**config.mk**
```make
export PLATFORM = sky130hd
export DESIGN_NAME = proc_fetch_ctrl
export DESIGN_NICKNAME = d
export VERILOG_FILES = /design/src/rtl/proc_fetch_ctrl.sv
export SDC_FILE = /design/constraint.sdc
export NUM_CORES = 1
export LEC_CHECK = 0
export ABC_AREA = 1
export CAP_MARGIN = 20
export CORE_UTILIZATION = 44
export CTS_BUF_LIST = sky130_fd_sc_hd__clkbuf_4
export CTS_CLUSTER_SIZE = 10
export DETAILED_ROUTE_END_ITERATION = 8
export GPL_ROUTABILITY_DRIVEN = 0
export PLACE_DENSITY = 0.92
export SYNTH_ARGS = -nofsm -noshare
export SYNTH_HDL_FRONTEND = slang
export SYNTH_SLANG_ARGS = --single-unit
```
**constraint.sdc**
```tcl
create_clock -name clk -period 6.37 [get_ports clk]
set_input_delay 1.274 -clock clk [delete_from_list [all_inputs] [get_ports clk]]
set_output_delay 1.274 -clock clk [all_outputs]
set_load 0.05 [all_outputs]
```
**src/rtl/proc_fetch_ctrl.sv**
```systemverilog
// proc_fetch_ctrl: instruction-fetch sequencer driving the PC register, the imem request and decode handoff.
// Optional: define PROC_FETCH_MISALIGN_TRAP_EN to send misaligned jump/branch targets to TRAP_VEC.
module proc_fetch_ctrl #(
  parameter int unsigned DATA_WIDTH = 32,
  parameter int unsigned TRAP_VEC   = 4
) (
  input  logic                  clk,
  input  logic                  rst,
  input  logic [DATA_WIDTH-1:0] i_pc,
  output logic                  o_ld_pc,
  output logic [DATA_WIDTH-1:0] o_next_pc,
  input  logic                  i_br_taken,
  input  logic [DATA_WIDTH-1:0] i_br_target,
  input  logic                  i_jmp,
  input  logic [DATA_WIDTH-1:0] i_jmp_target,
  input  logic                  i_trap,
  output logic                  o_imem_req,
  output logic [DATA_WIDTH-1:0] o_imem_addr,
  input  logic                  i_imem_ack,
  input  logic [DATA_WIDTH-1:0] i_imem_rdata,
  output logic                  o_instr_valid,
  output logic [DATA_WIDTH-1:0] o_instr,
  output logic [DATA_WIDTH-1:0] o_instr_pc,
  input  logic                  i_stall,
  output logic                  o_misalign
);

  localparam logic [1:0] S_IDLE  = 2'd0;
  localparam logic [1:0] S_FETCH = 2'd1;
  localparam logic [1:0] S_DRAIN = 2'd2;
  localparam logic [1:0] S_VALID = 2'd3;

  localparam logic [DATA_WIDTH-1:0] TRAP_ADDR = DATA_WIDTH'(TRAP_VEC);

  logic [1:0]            state;
  logic                  redirect, take_redirect, misalign;
  logic [DATA_WIDTH-1:0] raw_target, target, pc_inc, fetch_addr;

  always_comb begin
    redirect = i_trap | i_jmp | i_br_taken;
    if (i_trap)     raw_target = TRAP_ADDR;
    else if (i_jmp) raw_target = i_jmp_target;
    else            raw_target = i_br_target;
`ifdef PROC_FETCH_MISALIGN_TRAP_EN
    misalign = !i_trap && (raw_target[1:0] != 2'b00);
    target   = misalign ? TRAP_ADDR : raw_target;
`else
    misalign = 1'b0;
    target   = raw_target & ~DATA_WIDTH'(3);
`endif
  end

  // Redirects are honoured in every state except IDLE; reset masks the PC strobe combinationally.
  assign pc_inc        = i_pc + DATA_WIDTH'(4);
  assign take_redirect = !rst && (state != S_IDLE) && redirect;
  assign o_ld_pc       = take_redirect || (!rst && (state == S_FETCH) && i_imem_ack);
  assign o_next_pc     = take_redirect ? target : pc_inc;
  assign o_misalign    = take_redirect & misalign;
  assign o_imem_req    = (state == S_FETCH) || (state == S_DRAIN);

  // The next fetch address is whatever the PC register will hold after this edge.
  assign fetch_addr    = o_ld_pc ? o_next_pc : i_pc;

  always_ff @(posedge clk or posedge rst) begin
    if (rst) begin
      state         <= S_IDLE;
      o_imem_addr   <= '0;
      o_instr       <= '0;
      o_instr_pc    <= '0;
      o_instr_valid <= 1'b0;
    end else begin
      case (state)
        S_IDLE: begin
          state       <= S_FETCH;
          o_imem_addr <= fetch_addr;
        end
        S_FETCH: begin
          if (i_imem_ack) begin
            if (redirect) begin
              o_imem_addr <= fetch_addr;
            end else begin
              o_instr       <= i_imem_rdata;
              o_instr_pc    <= o_imem_addr;
              o_instr_valid <= 1'b1;
              state         <= S_VALID;
            end
          end else if (redirect) begin
            state <= S_DRAIN;
          end
        end
        S_DRAIN: begin
          if (i_imem_ack) begin
            state       <= S_FETCH;
            o_imem_addr <= fetch_addr;
          end
        end
        S_VALID: begin
          if (redirect || !i_stall) begin
            o_instr_valid <= 1'b0;
            state         <= S_FETCH;
            o_imem_addr   <= fetch_addr;
          end
        end
        default: state <= S_IDLE;
      endcase
    end
  end

endmodule

```
==> reports/qor.csv <==
stage,metric,value,unit
place,port_buffers,261,
cts,htreeDepth,3,
global_route,met3_usage,3.77,%
power,comb_power_share,67.7,%
place,pre_cts_ws,1.04,ns
detailed_routing,post_drt_wl_per_cell,17.9,µm
synth,synth_top_cell_area_share,40.0,%
global_route,antenna_found_initial,1,
sta,max_freq,186,MHz
sta,setup_violations,0,
cts,cts.path.max_buffers,2,
detailed_routing,ant_nets,0,
critical_path,cpPeakStageDelay,0.78,ns
global_route,grt_overflow_total,0,
power,switching_share,52.4,%
global_route,grt-busiest-layer,met2,
global_route,grt_max_degree,58,
global_route,use_met1,36.7,%
cts,post_cts_buffers,0,
sta,rsz0062_at_grt,false,
floorplanning,die-width,121,µm
sta,min_period,5.38,ns
power,internal_power,2190,µW
power,seqPwrFrac,25.5,%
critical_path,crit_fanout,25,
synth,syn-num-nets,850,
detailed_routing,viasPerCell,5.37,
global_route,grtUsageMet2,47.7,%
floorplanning,row_count,42,
layout,fill_cells,1034,
critical_path,cp.required,5.10,ns
synth,syn-cell-area,6190,µm²
layout,final_core_util,68.3,%
floorplanning,core-area,13500,µm²
power,p_leak,0.00418,µW
place,hpwl,15.8,mm
synth,synth_area_leaders,"dfrtp_1 40%, mux2_4 15%, nand2_1 13%",
power,peakVddDrop,0.000190,V
sta,hold_viol_final,0,
worst_hold_path,hold_path.class,reg2reg,
power,clkPwrFrac,6.8,%
global_route,grt_use_total,28.1,%
critical_path,arrival,4.11,ns
power,p_sw,2410,µW
status,status,finished clean,
cts,cts_resized,0,
floorplanning,die_area,14500,µm²
critical_path,crit_chain,clkdlybuf4s50_1 > nor2_4 > nand2_4 > nand2_2 > nor2_2 > inv_2 > o22ai_1 > buf_12,
sta,finalSetupTns,0,ns
critical_path,crit_type,in2out,
synth,synth_cells,710,
synth,yosys_warnings,0,
job,cap_viol_max_count,0,
global_route,first_global_vias,5817,
sta,timing.final.ws_setup,0.987,ns
detailed_routing,drtPass1Iterations,5,
power,p_per_area,498,nW/µm²
cts,cts_hold_buf,0,
global_route,grt_pass1_wl,31.5,mm
sta,max-slew-margin-rel,30.9,%
sta,fin_crit_sh,84.5,%
detailed_routing,finalWirelength,20.3,mm
detailed_routing,route.detailed.drc,0,
critical_path,cp-end-kind,primary output,
sta,slew_viol_final,0,
cts,clk_latency,0.45,ns
cts,clock-sinks,99,
synth,ys_types,40,
layout,syn2layout_area_growth,49.0,%
cts,cts_tree,done,
cts,cts_made_buffers,9,
sta,clock-skew-final,0.0145,ns
cts,ctsRootBufferMaster,clkbuf_4,
sta,worstMarginPinSlew,1.04,ns
critical_path,critPathSlowestCell,clkdlybuf4s50_1,
detailed_routing,drt_iter0_markers,454,
floorplanning,initial_core_util,45.8,%
synth,synth-seq-area-share,40.0,%
critical_path,crit_path_start_kind,input port,
synth,synth-seq-cells,99,
floorplanning,fp.dieH,121,µm
layout,nets,1092,
cts,clkTransAtPathRegs,0.16,ns
detailed_routing,vias,6092,
layout,layout-drive-gt1-share,17.1,%
synth,syn_area_per_cell,8.72,µm²
synth,yosys.area.top_type,dfrtp_1,
floorplanning,io_pins,267,
[cells by family after synthesis]
group / synth area share [%]
xor+xnor: 0.142
other cells: 0.0606
simple gates: 26.5
fa+ha+maj: 1.01
buf+inv: 7.52
mux: 16.4
flops: 40.0
compound gates: 8.29
[registers in the layout, summed over array words and instances, names as in the netlist]
signal	flops
o_imem_addr	32
o_instr	32
o_instr_pc	32
state	2
o_instr_valid	1
[synthesized netlist by cell type (all sizes together)]
master,n
inv,46
conb,1
xor2,1
o2111ai,9
o21ai,22
or2,27
nor2,51
a21boi,4
nand3,76
o211ai,11
mux2,64
mux2i,7
and2,1
o22ai,6
a21oi,5
o21a,1
buf,29
o21bai,3
nand2,213
nand4,2
ha,5
a31oi,19
clkinv,1
clkbuf,6
dfrtp,99
nand3b,1
[per-layer routing]
layer / vias up / routed length [µm]
met1: 2855 / 8440
met3: 37 / 1470
li1: 2854 / -
met4: 0 / 449
met5: - / 0
met2: 346 / 9900
[cell usage in the layout (no fill, tap or decap), types with 6 or more instances in the layout]
cell type        Yosys  routed
mux2i_1              7       7
nand2_1            208     208
or2_2               27      27
buf_12               6      32
clkdlybuf4s50_1      0     228
mux2_4              60      60
nand3_1             75      75
o22ai_1              6       6
dfrtp_1             99      99
o21ai_0             20      20
clkbuf_4             0       9
a31oi_1             19      19
o2111ai_1            9       9
buf_4                7       6
nor2_1              43      43
o211ai_1            11      11
inv_1               42      41
[path summary, 6_finish.rpt]
check	from	to	slack [ns]	cells after the start
worst min-delay path	o_instr[9]	o_instr[9]	0.53	1
worst min register to register	o_instr[9]	o_instr[9]	0.53	1
worst max-delay path	i_trap	o_next_pc[10]	0.99	8
min in group asynchronous	rst	o_imem_addr[10]	1.25	2
max in group asynchronous	rst	o_instr_pc[30]	4.02	3
worst max register to register	state[1]	o_imem_addr[2]	3.12	8
[critical path, delay by kind of cell]
family	cells	cell delay, ns
AOI/OAI and AO/OA	1	0.39
buffers and inverters	3	1.18
and+or+nand+nor	4	1.25
[power groups by stage]
stage,Combinational [µW],Clock [µW],Sequential [µW]
floorplan,941,0,2190
global placement,3060,0,1160
detailed placement,3100,0,1190
CTS,3110,323,1180
global route,3240,349,1210
finish,3110,312,1170
[stage by stage]
step / cell area (µm²) / total power (µW) / hold slack (ns) / cells
global placement: 9090 / 4220 / 0.470 / 1117
global route: 9230 / 4800 / 0.545 / 1134
finish: 9230 / 4590 / 0.529 / 1134
CTS: 9220 / 4610 / 0.531 / 1133
detailed placement: 9090 / 4290 / 0.493 / 1117
floorplan: 6190 / 3140 / 0.503 / 710
[cell type report]
| cell class | count | area, µm² | share of cell area (%) |
|---|---|---|---|
| clock inverters | 7 | 61.3 | 0.665 |
| diodes | 1 | 2.50 | 0.0271 |
| inverters | 47 | 181 | 1.97 |
| multi-input cells | 529 | 3250 | 35.2 |
| repair buffers | 266 | 2970 | 32.2 |
| clock buffers | 9 | 67.6 | 0.732 |
| flip-flops and latches | 99 | 2480 | 26.9 |
| well taps | 176 | 220 | 2.39 |
Note: power is estimated with default switching activity, not from simulation.
